[config.mk]
export PLATFORM = sky130hd
export DESIGN_NAME = uart_rx_ctrl
export DESIGN_NICKNAME = d
export VERILOG_FILES = /design/src/rtl/uart_rx_ctrl.sv
export SDC_FILE = /design/constraint.sdc
export NUM_CORES = 1
export LEC_CHECK = 0
export ABC_AREA = 1
export CAP_MARGIN = 10
export CORE_ASPECT_RATIO = 2
export CORE_MARGIN = 2
export CORE_UTILIZATION = 55
export DETAILED_ROUTE_END_ITERATION = 7
export DONT_BUFFER_PORTS = 1
export GPL_TIMING_DRIVEN = 1
export PLACE_DENSITY_LB_ADDON = 0.3
export SYNTH_ARGS = -nofsm -noshare
export SYNTH_HDL_FRONTEND = slang
export SYNTH_SLANG_ARGS = --single-unit
[constraint.sdc]
create_clock -name clk -period 3.7 [get_ports clk]
set_input_delay 0.185 -clock clk [delete_from_list [all_inputs] [get_ports clk]]
set_output_delay 0.185 -clock clk [all_outputs]
set_load 0.01 [all_outputs]
[src/rtl/uart_rx_ctrl.sv]
// Receive-side controller: acknowledges receiver frames, masks unused data bits
// and captures words into a show-ahead RX FIFO with RTS, overrun and IRQ status.
module uart_rx_ctrl #(
  parameter int DATA_WIDTH = 8,
  parameter int FIFO_DEPTH = 8,
  parameter int AF_THRESH  = 6
) (
  input  logic                          clk,
  input  logic                          reset_n,
  input  logic                          rx_done,
  input  logic [DATA_WIDTH-1:0]         rx_data,
  output logic                          rx_done_clr,
  input  logic [1:0]                    cfg_data_bit_num,
  input  logic                          rx_enable,
  input  logic                          irq_en,
  input  logic                          fifo_pop,
  input  logic                          fifo_flush,
  input  logic                          clr_overrun,
  output logic [DATA_WIDTH-1:0]         fifo_rdata,
  output logic                          fifo_empty,
  output logic                          fifo_full,
  output logic [$clog2(FIFO_DEPTH):0]   fifo_level,
  output logic                          rts_n,
  output logic                          stt_overrun,
  output logic                          irq_rx
);

  localparam int PTR_W = $clog2(FIFO_DEPTH);
  localparam int LVL_W = PTR_W + 1;
  localparam logic [LVL_W-1:0] LVL_FULL = LVL_W'(FIFO_DEPTH);
  localparam logic [LVL_W-1:0] LVL_AF   = LVL_W'(AF_THRESH);

  typedef enum logic [1:0] {IDLE, CAPT, ACK, WAIT} state_e;

  state_e                 state_q, state_d;
  logic [PTR_W-1:0]       wr_ptr_q, wr_ptr_d, rd_ptr_q, rd_ptr_d;
  logic [LVL_W-1:0]       level_q, level_d;
  logic                   overrun_q, overrun_d;
  logic [DATA_WIDTH-1:0]  mem [FIFO_DEPTH];
  logic [DATA_WIDTH-1:0]  data_mask;
  logic [3:0]             n_bits;
  logic                   push, pop, overrun_evt;

  assign fifo_empty  = (level_q == '0);
  assign fifo_full   = (level_q == LVL_FULL);
  assign fifo_level  = level_q;
  assign rts_n       = (level_q >= LVL_AF);
  assign stt_overrun = overrun_q;
  assign irq_rx      = irq_en & ~fifo_empty;
  assign fifo_rdata  = fifo_empty ? '0 : mem[rd_ptr_q];
  // Decoded straight from the state register so the receiver sees a clean pulse.
  assign rx_done_clr = (state_q == ACK);

  always_comb begin
    data_mask = '0;
    n_bits    = 4'd5 + {2'b00, cfg_data_bit_num};
    for (int i = 0; i < DATA_WIDTH; i++) data_mask[i] = (i < int'(n_bits));
  end

  // NOTE: every signal gets a default before the case so no latch is inferred.
  always_comb begin
    state_d     = state_q;
    push        = 1'b0;
    overrun_evt = 1'b0;
    unique case (state_q)
      IDLE: if (rx_done) state_d = CAPT;
      CAPT: begin
        push        = rx_enable & (~fifo_full | fifo_pop);
        overrun_evt = rx_enable & fifo_full & ~fifo_pop;
        state_d     = ACK;
      end
      ACK:  state_d = WAIT;
      WAIT: if (!rx_done) state_d = IDLE;
      default: state_d = IDLE;
    endcase
  end

  assign pop = fifo_pop & ~fifo_empty;

  always_comb begin
    wr_ptr_d  = wr_ptr_q;
    rd_ptr_d  = rd_ptr_q;
    level_d   = level_q;
    overrun_d = overrun_q;
    if (fifo_flush) begin
      wr_ptr_d = '0;
      rd_ptr_d = '0;
      level_d  = '0;
    end else begin
      if (push) wr_ptr_d = wr_ptr_q + 1'b1;
      if (pop)  rd_ptr_d = rd_ptr_q + 1'b1;
      case ({push, pop})
        2'b10:   level_d = level_q + 1'b1;
        2'b01:   level_d = level_q - 1'b1;
        default: level_d = level_q;
      endcase
    end
    if (clr_overrun) overrun_d = 1'b0;
    if (overrun_evt) overrun_d = 1'b1;
  end

  // NOTE: state registers use non-blocking assignments so all update together at the edge.
  always_ff @(posedge clk or negedge reset_n) begin
    if (!reset_n) begin
      state_q   <= IDLE;
      wr_ptr_q  <= '0;
      rd_ptr_q  <= '0;
      level_q   <= '0;
      overrun_q <= 1'b0;
    end else begin
      state_q   <= state_d;
      wr_ptr_q  <= wr_ptr_d;
      rd_ptr_q  <= rd_ptr_d;
      level_q   <= level_d;
      overrun_q <= overrun_d;
    end
  end

  // NOTE: storage is not reset; the read port is forced to 0 while empty, so stale words never leak.
  always_ff @(posedge clk) begin
    if (push && !fifo_flush) mem[wr_ptr_q] <= rx_data & data_mask;
  end

endmodule

==> impl_metrics.yaml, run 1 <==
run_status:
  outcome: "completed"
yosys:
  ys_seq_area_frac: 0.653
  synthArstFlopShare: 0.169
  yosysMostFrequentCell: "edfxtp_1"
  synthDominantCellAreaShare: 0.559
  synthCells: 304
  netlist_area_mm2: 0.00344
  yosys_most_used_dff: "edfxtp_1"
  ys_warn_count: 0
  avgSynthCellArea_um2: 11.3
  synth_area_leaders: "edfxtp_1 (56%), dfrtp_1 (9.5%), o21ai_0 (6.5%)"
  synthDistinctLibCells: 32
  ys_ff_latch: 77
  synth_common_cells: "edfxtp_1 (64), nor2_1 (59), o21ai_0 (45)"
  yosysTopAreaCell: "edfxtp_1"
  synth_edf_count: 64
  syn-num-nets: 331
critical_path:
  start_kind: "register"
  critPathArrivalTime_ps: 2280
  path_max_fanout: 18
  setup.worst_path.end_class: "primary output"
  worst-setup-path-type: "reg -> out"
  crit_buf_inv: 1
  crit_path_max_incr_delay_ps: 610
  crit_required_ps: 3510
  crit_top_cell: "o21ai_0"
  cp_slowest_cell: "dfrtp_1"
  crit_path_cell_trace: "inv_1 > o21ai_0 > o22ai_1 > o21ai_0 > a31oi_1"
  worst_path_dominant_cell_family: "compound AO/OA/AOI/OAI gates"
power_and_ir_drop:
  p_per_area_mw_per_mm2: 709
  irDropWorstVdd_mv: 0.520
  p_leak_uw: 0.00148
clock_tree:
  cts_root_buf: "clkbuf_16"
  path_clk_slew_ps: 60
  cts_tree: "yes"
  post_cts_buffers: 0
  cts_max_level: 3
  cts.sinks: 77
  cts_buffers: 9
  ctsLongestPathBuffers: 2
  clk_latency_ps: 330
global_route:
  grt_max_degree: 35
  gr-total-overflow: 0
  grt_pass1_vias: 2317
  antenna_found_initial: 0
  grt_usage: 0.241
  grt_pass1_wl_um: 11600
place:
  gp_congestion: 0.854
  postPlaceCellArea_mm2: 0.00347
  hpwl_um: 5140
  pre_cts_ws_ps: 1450
  dpl.cell_count: 357
  io_buffer_count: 0
sta:
  hold_viol_final: 0
  finalSetupTns_ps: 0
  skew_ps: 8.15
  hold_slack_ps: 12.0
  period_needed_ps: 2470
  period_share: 0.667
  slew_headroom: 0.463
  worstMarginPinSlew_ps: 803
  setup-violations-final: 0
  slew_viol_final: 0
  setup_ws_ps: 1230
  rsz0062_at_grt: "no"
  timing.fmax_mhz: 405
detailed_routing:
  wire_per_inst_um: 19.7
  vias: 2255
  antenna_left: 0
  drc_errors: 0
  vias_per_cell: 5.92
  drtIter0Drc: 129
  wirelength_um: 7490
  drt_pre_antenna_iters: 4
die:
  die_x_um: 59.9
  placementRows: 40
  dieArea_mm2: 0.00694
  ioPinCount: 36
  start_util: 0.573
  core-area_mm2: 0.00601
  die_h_um: 116
layout:
  nets: 340
  fin_area_mm2: 0.00391
  area_growth_pct: 13.7
  diodes: 0
  finalNonFillerCells: 381
  drive_above_1_share: 0.113
job:
  drv_cap: 0
hold_path:
  hp-class: "in -> reg"
-- registers in the layout (all words and copies together), names as in the netlist --
signal       flops
rd_ptr_q         3
wr_ptr_q         3
stt_overrun      1
fifo_level       4
state_q          2
mem             64
-- cells in the final DEF (no fill, tap or decap) --
cell / Yosys / routed
a21oi_4: 1 / 1
nand2_1: 24 / 24
bufinv_16: 0 / 4
nand3_2: 1 / 1
nand3b_1: 1 / 1
dlygate4sd3_1: 0 / 8
nand2_8: 1 / 1
clkbuf_16: 0 / 9
edfxtp_1: 64 / 64
and3_1: 1 / 1
nor2_2: 4 / 4
buf_4: 0 / 1
o21a_1: 3 / 3
nor4_1: 1 / 1
inv_6: 1 / 1
o21bai_4: 1 / 1
o22ai_1: 9 / 9
mux2_2: 1 / 1
inv_1: 22 / 22
nand3_1: 4 / 4
inv_2: 3 / 3
clkinv_2: 0 / 2
dfrtp_1: 13 / 13
nand2_4: 1 / 1
xor2_1: 2 / 2
o21ai_0: 45 / 45
a31oi_1: 8 / 8
nand4_1: 1 / 1
o21ai_1: 6 / 6
nor2_1: 59 / 59
nand4_2: 1 / 1
ha_1: 9 / 9
a21oi_1: 2 / 2
nand2_2: 4 / 4
clkinvlp_4: 0 / 1
-- cell type report --
cell class	instances	area, µm²
repair buffers	9	87.6
well taps	63	78.8
flip-flops and latches	77	2250
clock buffers	9	225
fillers	457	2090
inverters	26	103
multi-input cells	190	1030
clock inverters	7	138
-- kinds of logic after synthesis --
logic type	Yosys count	share of synthesized area
buffers and inverters	37	0.0466
muxes	1	0.00327
and+or+nand+nor	103	0.134
DFF	77	0.653
AOI/OAI and AO/OA	75	0.125
adders and majority gates	9	0.0327
xor gates and xnor gates	2	0.00509
-- path summary, 6_finish.rpt --
kind                       cells past startpoint  slack, ps                     from                         to
setup reg to reg                               8       1420   state_q[1]$_DFFE_PN0P_        mem[0][6]$_DFFE_PP_
setup / recovery                               5       1230  rd_ptr_q[1]$_DFFE_PN0P_              fifo_rdata[7]
hold reg to reg                                2        590  stt_overrun$_DFFE_PN0P_    stt_overrun$_DFFE_PN0P_
max in group asynchronous                      1       2990                  reset_n    rd_ptr_q[0]$_DFFE_PN0P_
min in group asynchronous                      1        310                  reset_n  fifo_level[1]$_DFFE_PN0P_
hold / removal                                 2         10               fifo_flush    rd_ptr_q[2]$_DFFE_PN0P_
-- per-layer routing --
metal,wire length [µm],vias to the layer above,part of all wire,GRT usage
met4,201,0,0.027,0.132
met3,325,13,0.043,0.0525
met1,2500,1089,0.33,0.232
li1,-,1077,-,-
met5,0,-,0,0
met2,4460,76,0.60,0.448
-- repair_timing --
item / CTS / global route
hold buffers: 8 / 0
gates resized for setup: 0 / 0
hold endpoints to repair: 55 / 0
-- power by group --
| part | switching (µW) | internal, µW | total (µW) |
|---|---|---|---|
| clock | 318 | 724 | 1040 |
| combinational | 463 | 207 | 670 |
| sequential | 71.4 | 990 | 1060 |
| total | 852 | 1920 | 2770 |
-- stage by stage --
stage | utilization | power (µW)
floorplan | - | 1600
global placement | 0.578 | 1710
finish | 0.651 | 2770
CTS | 0.651 | 2780
detailed placement | 0.578 | 1730
global route | 0.651 | 2910
No activity file was read; power rests on OpenSTA's default activity.
==> run 2: changes to the inputs <==
Clock period 3.7 ns to 2.09 ns, I/O delays scaled along.
==> run 2 against run 1 <==
Against the previous run: sequential cell count unchanged; register-to-register slack got worse by 1200 ps; combinational power increased by 96%; global-route usage decreased by 1.7 points; count of clock-buffer cells in the layout increased by 1; clock skew decreased by 1.8 ps; first-iteration DRC count decreased by 50%; critical path type unchanged; largest power group unchanged.
==> impl_metrics.yaml, run 2 (synthesis gave the netlist of run 1 again) <==
die:
  core-area_mm2: 0.00601
  die_h_um: 116
  die_x_um: 59.9
  placementRows: 40
  ioPinCount: 36
  start_util: 0.573
  dieArea_mm2: 0.00694
sta:
  setup-violations-final: 0
  period_share: 0.926
  rsz0062_at_grt: "no"
  hold_slack_ps: 17.1
  slew_headroom: 0.604
  finalSetupTns_ps: 0
  skew_ps: 6.35
  timing.fmax_mhz: 517
  worstMarginPinSlew_ps: 592
  period_needed_ps: 1940
  hold_viol_final: 0
  slew_viol_final: 0
clock_tree:
  cts_max_level: 3
  post_cts_buffers: 0
  cts_tree: "yes"
  clk_latency_ps: 330
  ctsLongestPathBuffers: 2
  cts_root_buf: "clkbuf_16"
  cts_buffers: 9
  path_clk_slew_ps: 50
  cts.sinks: 77
layout:
  nets: 357
  largest_reg_flops: 64
  final_cell_mix: "edfxtp_1 (64), nor2_1 (59), o21ai_0 (45), nand2_1 (24), inv_1 (21)"
  area_growth_pct: 14.2
  diodes: 0
  drive_above_1_share: 0.138
  layout_commonest_cell: "edfxtp_1"
  fill_cells: 478
  regMostFlops: "mem"
  fin_area_mm2: 0.00393
critical_path:
  rrSetupSlack_ps: 240
  worst-setup-path-type: "reg -> out"
  crit_required_ps: 1990
  path_max_fanout: 11
  setup.worst_path.end_class: "primary output"
  critPathArrivalTime_ps: 1830
  start_kind: "register"
place:
  postPlaceCellArea_mm2: 0.00359
  hpwl_um: 5020
  io_buffer_count: 0
  gp_congestion: 0.787
power_and_ir_drop:
  p_per_area_mw_per_mm2: 1130
  irDropWorstVdd_mv: 0.721
  p_leak_uw: 0.00151
detailed_routing:
  wirelength_um: 6960
  drtIter0Drc: 64
  drc_errors: 0
  drt_pre_antenna_iters: 5
  wire_per_inst_um: 17.5
  vias: 2286
  vias_per_cell: 5.76
  antenna_left: 0
global_route:
  antenna_found_initial: 0
  grt_pass1_vias: 2237
  grt_usage: 0.224
  gr-total-overflow: 0
  grt_max_degree: 19
  grt_pass1_wl_um: 10800
job:
  drv_cap: 0
run_status:
  outcome: "completed"
hold_path:
  hp-class: "in -> reg"
run 2: final cells by class:
cell class	count	area, µm²	share of cell area
clock buffers	10	229	0.0583
clock inverters	5	18.8	0.00478
inverters	26	103	0.0261
multi-input cells	190	1030	0.263
flip-flops and latches	77	2250	0.572
well taps	63	78.8	0.0201
repair buffers	26	218	0.0554
run 2: stage by stage:
step	total power, µW	setup WS [ps]	utilization	instances
after floorplan	2840	235	-	304
after global placement	3110	284	0.598	373
after detailed placement	3160	203	0.598	373
after CTS	4490	113	0.654	397
after global routing	4710	3.70	0.654	397
final	4450	155	0.654	397
run 2: path summary, 6_finish.rpt:
kind	start	to	cells past startpoint
max reg2reg	state_q[1]$_DFFE_PN0P_	mem[3][4]$_DFFE_PP_	9
max in group asynchronous	reset_n	state_q[1]$_DFFE_PN0P_	1
min	fifo_pop	stt_overrun$_DFFE_PN0P_	3
min in group asynchronous	reset_n	fifo_level[2]$_DFFE_PN0P_	1
min reg2reg	stt_overrun$_DFFE_PN0P_	stt_overrun$_DFFE_PN0P_	2
max	rd_ptr_q[1]$_DFFE_PN0P_	fifo_rdata[6]	5
run 2: what timing repair did:
| action | in CTS | in global routing |
|---|---|---|
| setup endpoints to repair | 0 | 1 |
| hold endpoints to repair | 60 | 0 |
| hold buffers | 9 | 0 |
| gates resized for setup | 0 | 1 |
run 2: worst max-delay path, cell delays in order (launching register included):
cell	delay (ps)
dfrtp_1	370
inv_1	280
o21ai_1	130
o22ai_1	260
o21ai_0	140
a31oi_1	320
run 2: where the power goes:
| part | total (µW) | internal (µW) | switching, µW |
|---|---|---|---|
| clock network | 1300 | 775 | 520 |
| registers | 1840 | 1750 | 84.9 |
| logic | 1310 | 435 | 879 |
| total | 4450 | 2960 | 1480 |
run 2: routing by layer:
metal / share of wire / track usage / wire length [µm] / vias to the layer above
met3: 0.032 / 0.0614 / 226 / 9
met4: 0.019 / 0.0919 / 129 / 0
met1: 0.35 / 0.204 / 2430 / 1116
met2: 0.60 / 0.435 / 4180 / 46
met5: 0 / 0 / 0 / -
li1: - / - / - / 1115
==> run 3: changes to the inputs <==
Settings changed: CORE_ASPECT_RATIO 2 to unset.
==> run 3 against run 2 <==
Against the previous run: power down 6.6%; final cell count up 2.8%; die area down 0.56%; critical endpoint is now fifo_rdata[5]; highest routed layer unchanged.
==> impl_metrics.yaml, run 3 (synthesis gave the netlist of run 1 again) <==
sta:
  finalSetupTns_ps: 0
  slew_viol_final: 0
  period_needed_ps: 1930
  setup-violations-final: 0
  hold_viol_final: 0
  rsz0062_at_grt: "no"
  setup_ws_ps: 161
  timing.fmax_mhz: 519
  period_share: 0.923
  skew_ps: 9.95
  slew_headroom: 0.583
  worstMarginPinSlew_ps: 623
place:
  gp_congestion: 0.798
  hpwl_um: 4440
  postPlaceCellArea_mm2: 0.00357
  pre_cts_ws_ps: 228
  io_buffer_count: 0
critical_path:
  crit_required_ps: 1990
  critPathArrivalTime_ps: 1820
  start_kind: "register"
  rrSetupSlack_ps: 230
  r2r-start: "state_q[1]$_DFFE_PN0P_"
  r2r_cells: 12
  path_max_fanout: 33
  rr_endpoint: "fifo_level[3]$_DFFE_PN0P_"
  setup.worst_path.end_class: "primary output"
  worst-setup-path-type: "reg -> out"
die:
  die_h_um: 83.1
  placementRows: 28
  dieArea_mm2: 0.00690
  ioPinCount: 36
  core-area_mm2: 0.00599
  start_util: 0.574
  die_x_um: 83.1
job:
  drv_cap: 0
power_and_ir_drop:
  irDropWorstVdd_mv: 0.633
  p_leak_uw: 0.00147
  p_per_area_mw_per_mm2: 1070
  finalPower_uw: 4150
global_route:
  grt_usage: 0.206
  antenna_found_initial: 1
  gr-total-overflow: 0
  grt_pass1_vias: 2203
  grt_pass1_wl_um: 11000
  grt_max_degree: 35
detailed_routing:
  vias: 2261
  drc_errors: 0
  antenna_left: 0
  drtIter0Drc: 210
  vias_per_cell: 5.54
  wirelength_um: 6810
  drt_pre_antenna_iters: 5
  wire_per_inst_um: 16.7
layout:
  fin_area_mm2: 0.00388
  drive_above_1_share: 0.157
  layout_commonest_cell: "edfxtp_1"
  largest_reg_flops: 64
  area_growth_pct: 13.0
  fill_cells: 443
  regMostFlops: "mem"
  final_cell_mix: "edfxtp_1 (64), nor2_1 (59), o21ai_0 (45), nand2_1 (24), inv_1 (21)"
  nets: 354
  finalCoreUtilization: 0.648
hold_path:
  min_from: "fifo_flush"
  whs_endpoint: "fifo_level[0]$_DFFE_PN0P_"
  holdPathStages: 3
  hp-class: "in -> reg"
run_status:
  outcome: "completed"
clock_tree:
  clk_latency_ps: 340
  cts.sinks: 77
  cts_root_buf: "clkbuf_8"
  cts_max_level: 3
  cts_buffers: 9
  path_clk_slew_ps: 80
  cts_tree: "yes"
  ctsLongestPathBuffers: 2
run 3: worst max-delay path by stage:
stage	from	endpoint	slack [ps]	cells after the start
after detailed placement	state_q[1]$_DFFE_PN0P_	fifo_level[3]$_DFFE_PN0P_	230	12
final	rd_ptr_q[0]$_DFFE_PN0P_	fifo_rdata[5]	160	5
after CTS	rd_ptr_q[0]$_DFFE_PN0P_	fifo_rdata[4]	20	5
after global placement	state_q[1]$_DFFE_PN0P_	mem[4][6]$_DFFE_PP_	320	9
after global routing	rd_ptr_q[0]$_DFFE_PN0P_	fifo_rdata[1]	20	5
after floorplan	state_q[1]$_DFFE_PN0P_	mem[4][0]$_DFFE_PP_	230	8
run 3: where the power goes:
group,switching [µW],internal (µW)
sequential,94.8,1750
combinational,870,428
clock,567,445
total,1530,2620
run 3: final cells by class:
type / count / area (µm²) / share of cell area
repair buffers: 23 / 201 / 0.0519
clock buffers: 9 / 124 / 0.0319
inverters: 26 / 109 / 0.0280
clock inverters: 7 / 56.3 / 0.0145
diodes: 1 / 2.50 / 0.000644
flip-flops and latches: 77 / 2250 / 0.578
well taps: 75 / 93.8 / 0.0242
multi-input cells: 190 / 1050 / 0.271
run 3: what timing repair did:
item,in CTS,in global routing
hold buffers,10,0
endpoints found under the hold margin,60,0
endpoints found under the setup margin,3,8
resized for setup,1,6
buffers inserted,0,0
run 3: per-stage QoR:
stage	instances	hold WS, ps
global route	407	53.1
detailed placement	381	-191
global placement	381	-191
floorplan	304	-191
CTS	407	37.6
finish	408	41.4
run 3: per-layer routing:
metal / up-vias / part of all wire / track usage
li1: 1117 / - / -
met1: 1072 / 0.46 / 0.291
met2: 65 / 0.47 / 0.312
met3: 7 / 0.060 / 0.0537
met4: 0 / 0.0098 / 0.0730
met5: - / 0 / 0
run 3: critical path, cell delays in order (launching register included):
cell     delay (ps)
dfrtp_1         410
buf_6           270
o21ai_0         150
o22ai_1         210
o21ai_0         130
a31oi_1         310
